[src/rtl/mimasuo_pkg.sv]
// Shared definitions for the two-button combination lock controller.
// State encodings are visible on state_o for debug.
package mimasuo_pkg;

    localparam int STATE_W = 3;

    typedef enum logic [STATE_W-1:0] {
        S_IDLE    = 3'd0,
        S_ENTRY   = 3'd1,
        S_CHECK   = 3'd2,
        S_OPEN    = 3'd3,
        S_PROG    = 3'd4,
        S_LOCKOUT = 3'd5
    } state_e;

    localparam logic BTN0_BIT = 1'b0;
    localparam logic BTN1_BIT = 1'b1;

endpackage

[src/rtl/mimasuo_press_detect.sv]
// Turns the two level-sensitive buttons into press strobes.
// Previous-button registers reset high so a held button is not a press.
module mimasuo_press_detect
    import mimasuo_pkg::*;
(
    input  logic clk,
    input  logic rst,
    input  logic button0_i,
    input  logic button1_i,
    output logic press_valid_o,
    output logic press_bit_o,
    output logic press_abort_o
);

    logic prev0_q;
    logic prev1_q;
    logic rise0;
    logic rise1;

    // Remember the button levels seen at the previous edge.
    always_ff @(posedge clk) begin
        if (rst) begin
            prev0_q <= 1'b1;
            prev1_q <= 1'b1;
        end else begin
            prev0_q <= button0_i;
            prev1_q <= button1_i;
        end
    end

    assign rise0 = button0_i & ~prev0_q;
    assign rise1 = button1_i & ~prev1_q;

    // Abort covers a double rise as well as a rise with the other held.
    assign press_abort_o = (rise0 & button1_i) | (rise1 & button0_i);
    assign press_valid_o = (rise0 | rise1) & ~press_abort_o;
    assign press_bit_o   = rise1 ? BTN1_BIT : BTN0_BIT;

endmodule

[src/rtl/mimasuo_ctrl.sv]
// Session controller: collects code bits, checks them, opens the door,
// reprograms the code, and enforces a lockout after repeated failures.
module mimasuo_ctrl
    import mimasuo_pkg::*;
#(
    parameter int                  CODE_LEN       = 4,
    parameter logic [CODE_LEN-1:0] DEFAULT_CODE   = 4'b1010,
    parameter int                  MAX_FAILS      = 3,
    parameter int                  UNLOCK_CYCLES  = 8,
    parameter int                  LOCKOUT_CYCLES = 32,
    parameter int                  TIMEOUT_CYCLES = 16
) (
    input  logic                               clk,
    input  logic                               rst,
    input  logic                               button0,
    input  logic                               button1,
    input  logic                               prog_en,
    output logic                               UNLOCK,
    output logic                               alarm,
    output logic [$clog2(MAX_FAILS+1)-1:0]     fail_cnt,
    output logic [STATE_W-1:0]                 state_o
);

    localparam int FAIL_W = $clog2(MAX_FAILS + 1);
    localparam int CNT_W  = $clog2(CODE_LEN + 1);
    localparam int T_A    = (UNLOCK_CYCLES > LOCKOUT_CYCLES) ?
                            UNLOCK_CYCLES : LOCKOUT_CYCLES;
    localparam int T_MAX  = (T_A > TIMEOUT_CYCLES) ? T_A : TIMEOUT_CYCLES;
    localparam int TMR_W  = $clog2(T_MAX + 1);

    localparam logic [CNT_W-1:0]  CNT_LAST = CNT_W'(CODE_LEN);
    localparam logic [CNT_W-1:0]  CNT_ONE  = CNT_W'(1);
    localparam logic [TMR_W-1:0]  TMR_ONE  = TMR_W'(1);
    localparam logic [TMR_W-1:0]  TO_LAST  = TMR_W'(TIMEOUT_CYCLES - 1);
    localparam logic [TMR_W-1:0]  UL_LAST  = TMR_W'(UNLOCK_CYCLES - 1);
    localparam logic [TMR_W-1:0]  LO_LAST  = TMR_W'(LOCKOUT_CYCLES - 1);
    localparam logic [FAIL_W-1:0] FAIL_MAX = FAIL_W'(MAX_FAILS);
    localparam logic [FAIL_W-1:0] FAIL_ONE = FAIL_W'(1);

    state_e              state_q, state_d;
    logic [CODE_LEN-1:0] entry_q, entry_d;
    logic [CODE_LEN-1:0] code_q, code_d;
    logic [CNT_W-1:0]    cnt_q, cnt_d;
    logic [TMR_W-1:0]    tmr_q, tmr_d;
    logic [FAIL_W-1:0]   fail_q, fail_d;
    logic                unlock_q;
    logic                alarm_q;

    logic                press_valid;
    logic                press_bit;
    logic                press_abort;
    logic [CODE_LEN:0]   entry_ext;
    logic [CODE_LEN-1:0] entry_sh;
    logic [CNT_W-1:0]    cnt_inc;
    logic [TMR_W-1:0]    tmr_inc;

    mimasuo_press_detect u_press (
        .clk           (clk),
        .rst           (rst),
        .button0_i     (button0),
        .button1_i     (button1),
        .press_valid_o (press_valid),
        .press_bit_o   (press_bit),
        .press_abort_o (press_abort)
    );

    // MSB-first shift: the newest bit always lands in the LSB.
    assign entry_ext = {entry_q, press_bit};
    assign entry_sh  = entry_ext[CODE_LEN-1:0];
    assign cnt_inc   = cnt_q + CNT_ONE;
    assign tmr_inc   = tmr_q + TMR_ONE;

    // Next-state, entry, counter and code update for the session FSM.
    always_comb begin
        state_d = state_q;
        entry_d = entry_q;
        code_d  = code_q;
        cnt_d   = cnt_q;
        tmr_d   = tmr_q;
        fail_d  = fail_q;
        case (state_q)
            S_IDLE: begin
                if (press_valid) begin
                    entry_d    = '0;
                    entry_d[0] = press_bit;
                    cnt_d      = CNT_ONE;
                    tmr_d      = '0;
                    state_d    = (CODE_LEN == 1) ? S_CHECK : S_ENTRY;
                end
            end
            S_ENTRY, S_PROG: begin
                if (press_abort) begin
                    entry_d = '0;
                    cnt_d   = '0;
                    tmr_d   = '0;
                    state_d = S_IDLE;
                end else if (press_valid) begin
                    entry_d = entry_sh;
                    cnt_d   = cnt_inc;
                    tmr_d   = '0;
                    if (cnt_inc == CNT_LAST) begin
                        if (state_q == S_PROG) begin
                            code_d  = entry_sh;
                            state_d = S_IDLE;
                        end else begin
                            state_d = S_CHECK;
                        end
                    end
                end else if (tmr_q == TO_LAST) begin
                    entry_d = '0;
                    cnt_d   = '0;
                    tmr_d   = '0;
                    state_d = S_IDLE;
                end else begin
                    tmr_d = tmr_inc;
                end
            end
            S_CHECK: begin
                cnt_d = '0;
                tmr_d = '0;
                if (entry_q == code_q) begin
                    fail_d  = '0;
                    state_d = S_OPEN;
                end else begin
                    if (fail_q != FAIL_MAX) begin
                        fail_d = fail_q + FAIL_ONE;
                    end
                    state_d = (fail_d == FAIL_MAX) ? S_LOCKOUT : S_IDLE;
                end
            end
            S_OPEN: begin
                if (prog_en) begin
                    entry_d = '0;
                    cnt_d   = '0;
                    tmr_d   = '0;
                    state_d = S_PROG;
                end else if (tmr_q == UL_LAST) begin
                    tmr_d   = '0;
                    state_d = S_IDLE;
                end else begin
                    tmr_d = tmr_inc;
                end
            end
            S_LOCKOUT: begin
                if (tmr_q == LO_LAST) begin
                    tmr_d   = '0;
                    fail_d  = '0;
                    state_d = S_IDLE;
                end else begin
                    tmr_d = tmr_inc;
                end
            end
            default: begin
                entry_d = '0;
                cnt_d   = '0;
                tmr_d   = '0;
                state_d = S_IDLE;
            end
        endcase
    end

    // State, datapath and registered Moore outputs.
    always_ff @(posedge clk) begin
        if (rst) begin
            state_q  <= S_IDLE;
            entry_q  <= '0;
            code_q   <= DEFAULT_CODE;
            cnt_q    <= '0;
            tmr_q    <= '0;
            fail_q   <= '0;
            unlock_q <= 1'b0;
            alarm_q  <= 1'b0;
        end else begin
            state_q  <= state_d;
            entry_q  <= entry_d;
            code_q   <= code_d;
            cnt_q    <= cnt_d;
            tmr_q    <= tmr_d;
            fail_q   <= fail_d;
            unlock_q <= (state_d == S_OPEN) || (state_d == S_PROG);
            alarm_q  <= (state_d == S_LOCKOUT);
        end
    end

    assign UNLOCK   = unlock_q;
    assign alarm    = alarm_q;
    assign fail_cnt = fail_q;
    assign state_o  = state_q;

endmodule
[config.mk]
export PLATFORM = sky130hd
export DESIGN_NAME = mimasuo_ctrl
export DESIGN_NICKNAME = d
export VERILOG_FILES = /design/src/rtl/mimasuo_pkg.sv /design/src/rtl/mimasuo_press_detect.sv /design/src/rtl/mimasuo_ctrl.sv
export SDC_FILE = /design/constraint.sdc
export NUM_CORES = 1
export LEC_CHECK = 0
export ABC_AREA = 1
export CORE_ASPECT_RATIO = 1.4
export CORE_MARGIN = 2
export CORE_UTILIZATION = 57
export CTS_CLUSTER_DIAMETER = 30
export DETAILED_ROUTE_END_ITERATION = 8
export PLACE_DENSITY_LB_ADDON = 0.25
export REMOVE_ABC_BUFFERS = 1
export SETUP_SLACK_MARGIN = 0.3
export SLEW_MARGIN = 10
export SYNTH_ARGS = -nofsm -noshare
export SYNTH_HDL_FRONTEND = slang
export SYNTH_SLANG_ARGS = --single-unit
export TNS_END_PERCENT = 30
[constraint.sdc]
create_clock -name clk -period 1.85 [get_ports clk]
set_input_delay 0.37 -clock clk [delete_from_list [all_inputs] [get_ports clk]]
set_output_delay 0.37 -clock clk [all_outputs]
set_load 0.005 [all_outputs]
# ---- Word-level counts from Yosys, hierarchy flattened
# Cells that the tools add are included.
dict set report totals {
  memories 0
  romBits 0
  in_bits 5
  out_inout_bits 7
  reg_bits 26
  word_cells 92
  mem_bits_rw 0
  latch_bits 0
}
dict set report classes {
  order_cmp 0
  bitwise_logic 12
  eq_ne 19
  addsub 3
  n_div 0
  n_reduce_logical 9
  muxes 39
  mul 0
  n_shift 0
}
# operator count
set ops {}
lappend ops {{$mux 3} 15}
lappend ops {{$mux 6} 7}
lappend ops {{$pmux 6 s4} 1}
lappend ops {{$mux 4} 5}
lappend ops {{$pmux 4 s4} 1}
lappend ops {{$eq 3x3->1 const B} 5}
lappend ops {{$pmux 3 s5} 1}
lappend ops {{$mux 2} 6}
lappend ops {{$pmux 3 s4} 1}
lappend ops {{$eq 3x2->1 const B} 3}
lappend ops {{$ne 2x2->1 const B} 4}
lappend ops {{$reduce_and 4->1} 2}
lappend ops {{$add 6x1->6 const B} 1}
lappend ops {{$eq 6x3->1 const B} 1}
lappend ops {{$eq 6x4->1 const B} 1}
lappend ops {{$eq 6x5->1 const B} 1}
lappend ops {{$and 1x1->1} 5}
lappend ops {{$not 1->1} 5}
lappend ops {{$reduce_and 5->1} 1}
lappend ops {{$eq 4x4->1} 1}
lappend ops {{$ne 4x3->1 const B} 1}
lappend ops {{$pmux 2 s2} 1}
lappend ops {{$reduce_or 2->1} 2}
lappend ops {{$add 3x1->3 const B} 1}
lappend ops {{9 further kinds} 10}

# ---- Logic depth before layout (Yosys ltp)
dict set report depth {
  word_depth 11
  depth_mapped 12
  ltp_nobuf 12
}

# ---- Cells and area by module
# From an unflattened synthesis, not the netlist that was laid out.
dict set report hier_totals {
  cells_unflattened 221
  area_unflattened_um2 1452.6
}
# mod cells_per_inst seq_area_each_um2 area_each_um2 n_inst
set modules_own_cells {}
lappend modules_own_cells {mimasuo_ctrl 208 480.5 1360.1 1}
lappend modules_own_cells {mimasuo_press_detect 13 40.0 92.6 1}

# ---- Worst setup path after synthesis
# Ideal clock, no wire load.
dict set report synth_timing {
  path_type {register to register}
  start {register tmr_q[0]}
  end {register unlock_q, in the netlist UNLOCK}
  slack_ps 451
  setup_time_ps 114
  arrival_ps 1285
  path_buffers 0
  period_less_slack_ps 1399
  t_required_ps 1736
  stages_incl_launch_ff 11
  cell_sequence {dfxtp_1 -> ha_1 -> nand3_1 -> inv_1 -> nand3_2 -> nand2_2 -> nand3_2 -> nor2_2 -> nand2_1 -> nor2_1 -> nor2_2}
}
dict set report synth_between {
  elab_chain_cells 7
  word_cells_on_any_way 13
  cone_classes {eq/ne (5); mux (7); reduce/logical (1)}
}
# item line_no
set synth_rtl {}
lappend synth_rtl {{start, declared} mimasuo_ctrl.sv:44} ;# logic [TMR_W-1:0] tmr_q, tmr_d;
lappend synth_rtl {{start signal, assigned} mimasuo_ctrl.sv:178} ;# tmr_q <= tmr_d;
lappend synth_rtl {{$eq 6x4->1} mimasuo_ctrl.sv:109} ;# end else if (tmr_q == TO_LAST) begin
lappend synth_rtl {{$mux 3} mimasuo_ctrl.sv:109}
lappend synth_rtl {{$mux 3} mimasuo_ctrl.sv:97} ;# end else if (press_valid) begin
lappend synth_rtl {{$mux 3} mimasuo_ctrl.sv:92} ;# if (press_abort) begin
lappend synth_rtl {{$pmux 3 s5 (*)} mimasuo_ctrl.sv:81} ;# case (state_q)
lappend synth_rtl {{$eq 3x2->1 or $eq 3x3->1 (tied branches)} mimasuo_ctrl.sv:180} ;# unlock_q <= (state_d == S_OPEN) || (state_d == S_PROG);
lappend synth_rtl {{$logic_or 1x1->1 (*)} mimasuo_ctrl.sv:180}
lappend synth_rtl {{end signal, assigned} mimasuo_ctrl.sv:180}
lappend synth_rtl {{end, declared} mimasuo_ctrl.sv:46} ;# logic unlock_q;
# Mark *: on every way between the ends. The rest lies on a longest branch, timed or not.
# A chain may end at the register's enable or synchronous reset.

# ---- Final worst setup path
dict set report layout_timing {
  start {register fail_q[0], in the netlist fail_cnt[0]}
  end {output fail_cnt[0]}
}
# item line_no
set layout_rtl {}
lappend layout_rtl {{start, declared} mimasuo_ctrl.sv:45} ;# logic [FAIL_W-1:0] fail_q, fail_d;
lappend layout_rtl {{start signal, assigned} mimasuo_ctrl.sv:179} ;# fail_q <= fail_d;
lappend layout_rtl {{end, declared} mimasuo_ctrl.sv:20} ;# output logic [$clog2(MAX_FAILS+1)-1:0] fail_cnt,
# No word-level cell between the ends.

==> Flow_metrics.wiki <==
{| class="wikitable"
! Metric !! Value
|-
| Run status || finished, final reports clean
|-
| Final Max Slew Viols || 0
|-
| Most used routing layer || met2
|-
| Ratio of final minimum period to clock period || 83.9%
|-
| Cell type of the slowest stage on the worst timing path || sky130_fd_sc_hd__clkdlybuf4s50_1
|-
| Period minus WS final || 1.55 ns
|-
| Max transition margin || 72.3%
|-
| Initial Utilization || 60.7%
|-
| Final setup TNS || 0 ns
|-
| Primary FF master, synth || sky130_fd_sc_hd__dfxtp_1
|-
| Number of sinks on the clock net || 26
|-
| Initial antenna violation count || 0
|-
| Cell count after placement || 261
|-
| Fraction of final layout cells with drive strength greater than 1 || 27.4%
|-
| GRT Util Overall || 25.8%
|-
| Number of top-level design ports || 12
|-
| Synth Instances || 214
|-
| Antenna Nets Post-Route || 0
|-
| DR WL/cell || 13.3 µm
|-
| Final global-route overflow total || 0
|-
| Minimum hold slack || 0.322 ns
|-
| Fraction of the yosys area taken by sequential cells || 35.5%
|-
| Tightest Pin Transition || 0.411 ns
|-
| Via count of the first global-routing pass || 1,385
|-
| Final total power || 0.931 mW
|-
| Async set-or-reset flop fraction in the synthesized netlist || 0%
|-
| Arrival @ worst endpoint || 1.18 ns
|-
| Die footprint || 3000 µm²
|-
| Area growth from synthesis to layout || 23.6%
|-
| Met1 layer usage reported by global route || 29.4%
|-
| Cell Rows || 21
|-
| Kind of critical path || reg -> out
|-
| Post-synthesis area per instance || 6.85 µm²
|-
| Top delay family on crit path || buffers and inverters
|-
| Category of the worst setup path capture point || primary output
|-
| CTS Root Buffer Type || sky130_fd_sc_hd__clkbuf_4
|-
| Pre-antenna DRT Iters || 4
|-
| Antenna diode count || 0
|-
| Biggest fanout along the worst timing path || 4
|-
| Last weighted congestion value of the routability-driven placer || 0.900
|-
| Non-Filler Instances || 271
|-
| Setup slack, reg-to-reg || 0.30 ns
|-
| Critical Path Max Stage Delay || 0.50 ns
|-
| Kind of start point of the critical path || flop
|-
| Number of different library cells in the post-synthesis netlist || 29
|-
| Clock latency of the later-clocked register in the worst-skew pair || 0.33 ns
|-
| Wire length of the first global-routing pass || 5770 µm
|-
| Die X-Extent || 46.9 µm
|-
| Net count reported at finish || 247
|-
| Worst Skew || 0.00595 ns
|-
| Clock slew seen by the registers of the worst setup and hold paths || 0.13 ns
|-
| Post-route DRC || 0
|-
| Port Buffer Count || 11
|-
| Number of levels in the clock H-tree || 1
|-
| Setup violators final || 0
|-
| Total clock buffers created by CTS || 3
|-
| Count of maximum capacitance violations || 0
|-
| Type of the worst min-delay path || in -> reg
|-
| CTS max path bufs || 2
|-
| Met3 Track Usage GR || 2.54%
|-
| Worst vdd rail ir drop || 363 µV
|-
| RSZ-0062 raised after global routing || yes
|-
| Core area || 2420 µm²
|-
| Vias per inst || 5.52
|-
| Max Fclk || 644 MHz
|-
| Yosys Warn Count || 0
|-
| Maximum number of pins on one net before global-route repair || 14
|-
| LEAKAGE || 0.813 nW
|-
| Critical path cell sequence || clkdlybuf4s50_1
|-
| CTS tree || built
|-
| Number of hold violations in the final report || 0
|-
| Areal power density over the cells || 514 nW/µm²
|-
| Worst path required time || 1.48 ns
|-
| Met2 Resource Use GR || 46.1%
|-
| Crit path buffers/inverters || 1
|-
| EDFF count, synth || 0
|-
| Count of hold-fix buffers inserted at cts || 0
|-
| Detailed router's first-iteration violation count || 85
|-
| Flops & latches, synth || 26
|-
| Die Height || 64.0 µm
|-
| Overall via count from detail_route || 1,495
|-
| DP HPWL || 2570 µm
|-
| Final wirelength || 3610 µm
|-
| Netlist Area Pre-Place || 1470 µm²
|}
[report_power, final]
group / switching, mW / internal, mW
Sequential: 0.00793 / 0.565
Clock: 0.162 / 0.0766
Combinational: 0.0757 / 0.0446
Total: 0.246 / 0.686
[layout by cell type, fill, tap and decap left out, drive strengths merged]
cell and n:
a21oi 19, o22ai 1, ha 3, buf 11, clkdlybuf4s50 7, nand2 58
dfxtp 26, xor2 3, dlygate4sd2 2, dlymetal6s2s 2, nor3b 1, a31oi 1
clkbuf 3, a211oi 2, nor2 35, nand4 1, a22oi 1, nand3 18
nor3 4, inv 28, o21ai 10, or2 1
[per-stage QoR]
stage | utilization, % | cell area [µm²] | worst slack, ns
4_1_cts | 70.7 | 1710 | 0.263
3_5_place_dp | 67.9 | 1640 | -0.0155
6_report | 75.0 | 1810 | 0.298
3_3_place_gp | 67.9 | 1640 | 0.0367
5_1_grt | 75.0 | 1810 | 0.224
2_1_floorplan | - | 1460 | 0.451
[registers in the layout (all words and copies together), names as in the netlist, 2 cells and up]
register and flops:
cnt_q 3, code_q 4, entry_q 4, fail_cnt 2, state_o 3, tmr_q 6
[area by class of cell]
type | instances | area [µm²]
Sequential cell | 26 | 541
Timing Repair Buffer | 22 | 195
Fill cell | 197 | 604
Tap cell | 34 | 42.5
Multi-Input combinational cell | 158 | 902
Inverter | 28 | 110
Clock buffer | 3 | 22.5
[what timing repair did]
item,4_1_cts,5_1_grt
gates resized for setup,12,21
setup buffers,4,3
pin swaps,0,4
endpoints found under the setup margin,10,26
cloned,0,0
[final timing paths]
kind               startpoint         endpoint  depth (start not counted)
hold / removal        button0  u_press.prev0_q                          3
setup / recovery  fail_cnt[0]      fail_cnt[0]                          1
hold reg to reg      cnt_q[2]         cnt_q[2]                          2
setup reg to reg     tmr_q[0]           UNLOCK                         10
[layer usage]
layer  routed length (µm)  share of wire, %
met5                    0                 0
met4                  112               3.1
met3                  123               3.4
met2                 1940                54
met1                 1440                40
[Yosys cell counts (all sizes together), types with 2 or more instances]
| cell type | count | area share [%] |
|---|---|---|
| nor2 | 35 | 10 |
| xor2 | 3 | 1.8 |
| dfxtp | 26 | 35 |
| nor3 | 4 | 1.7 |
| nand2 | 58 | 18 |
| a211oi | 2 | 1.0 |
| o21ai | 10 | 3.7 |
| inv | 28 | 7.3 |
| ha | 3 | 2.6 |
| clkbuf | 2 | 0.51 |
| nand3 | 18 | 7.2 |
| a21oi | 19 | 7.0 |
[logic make-up after synthesis]
family	share of synthesized area [%]
flops	35.5
compound gates	13.1
xor+xnor	1.79
buf+inv	7.85
fa+ha+maj	2.56
simple gates	39.2
Power figures use the tool's default switching activity.
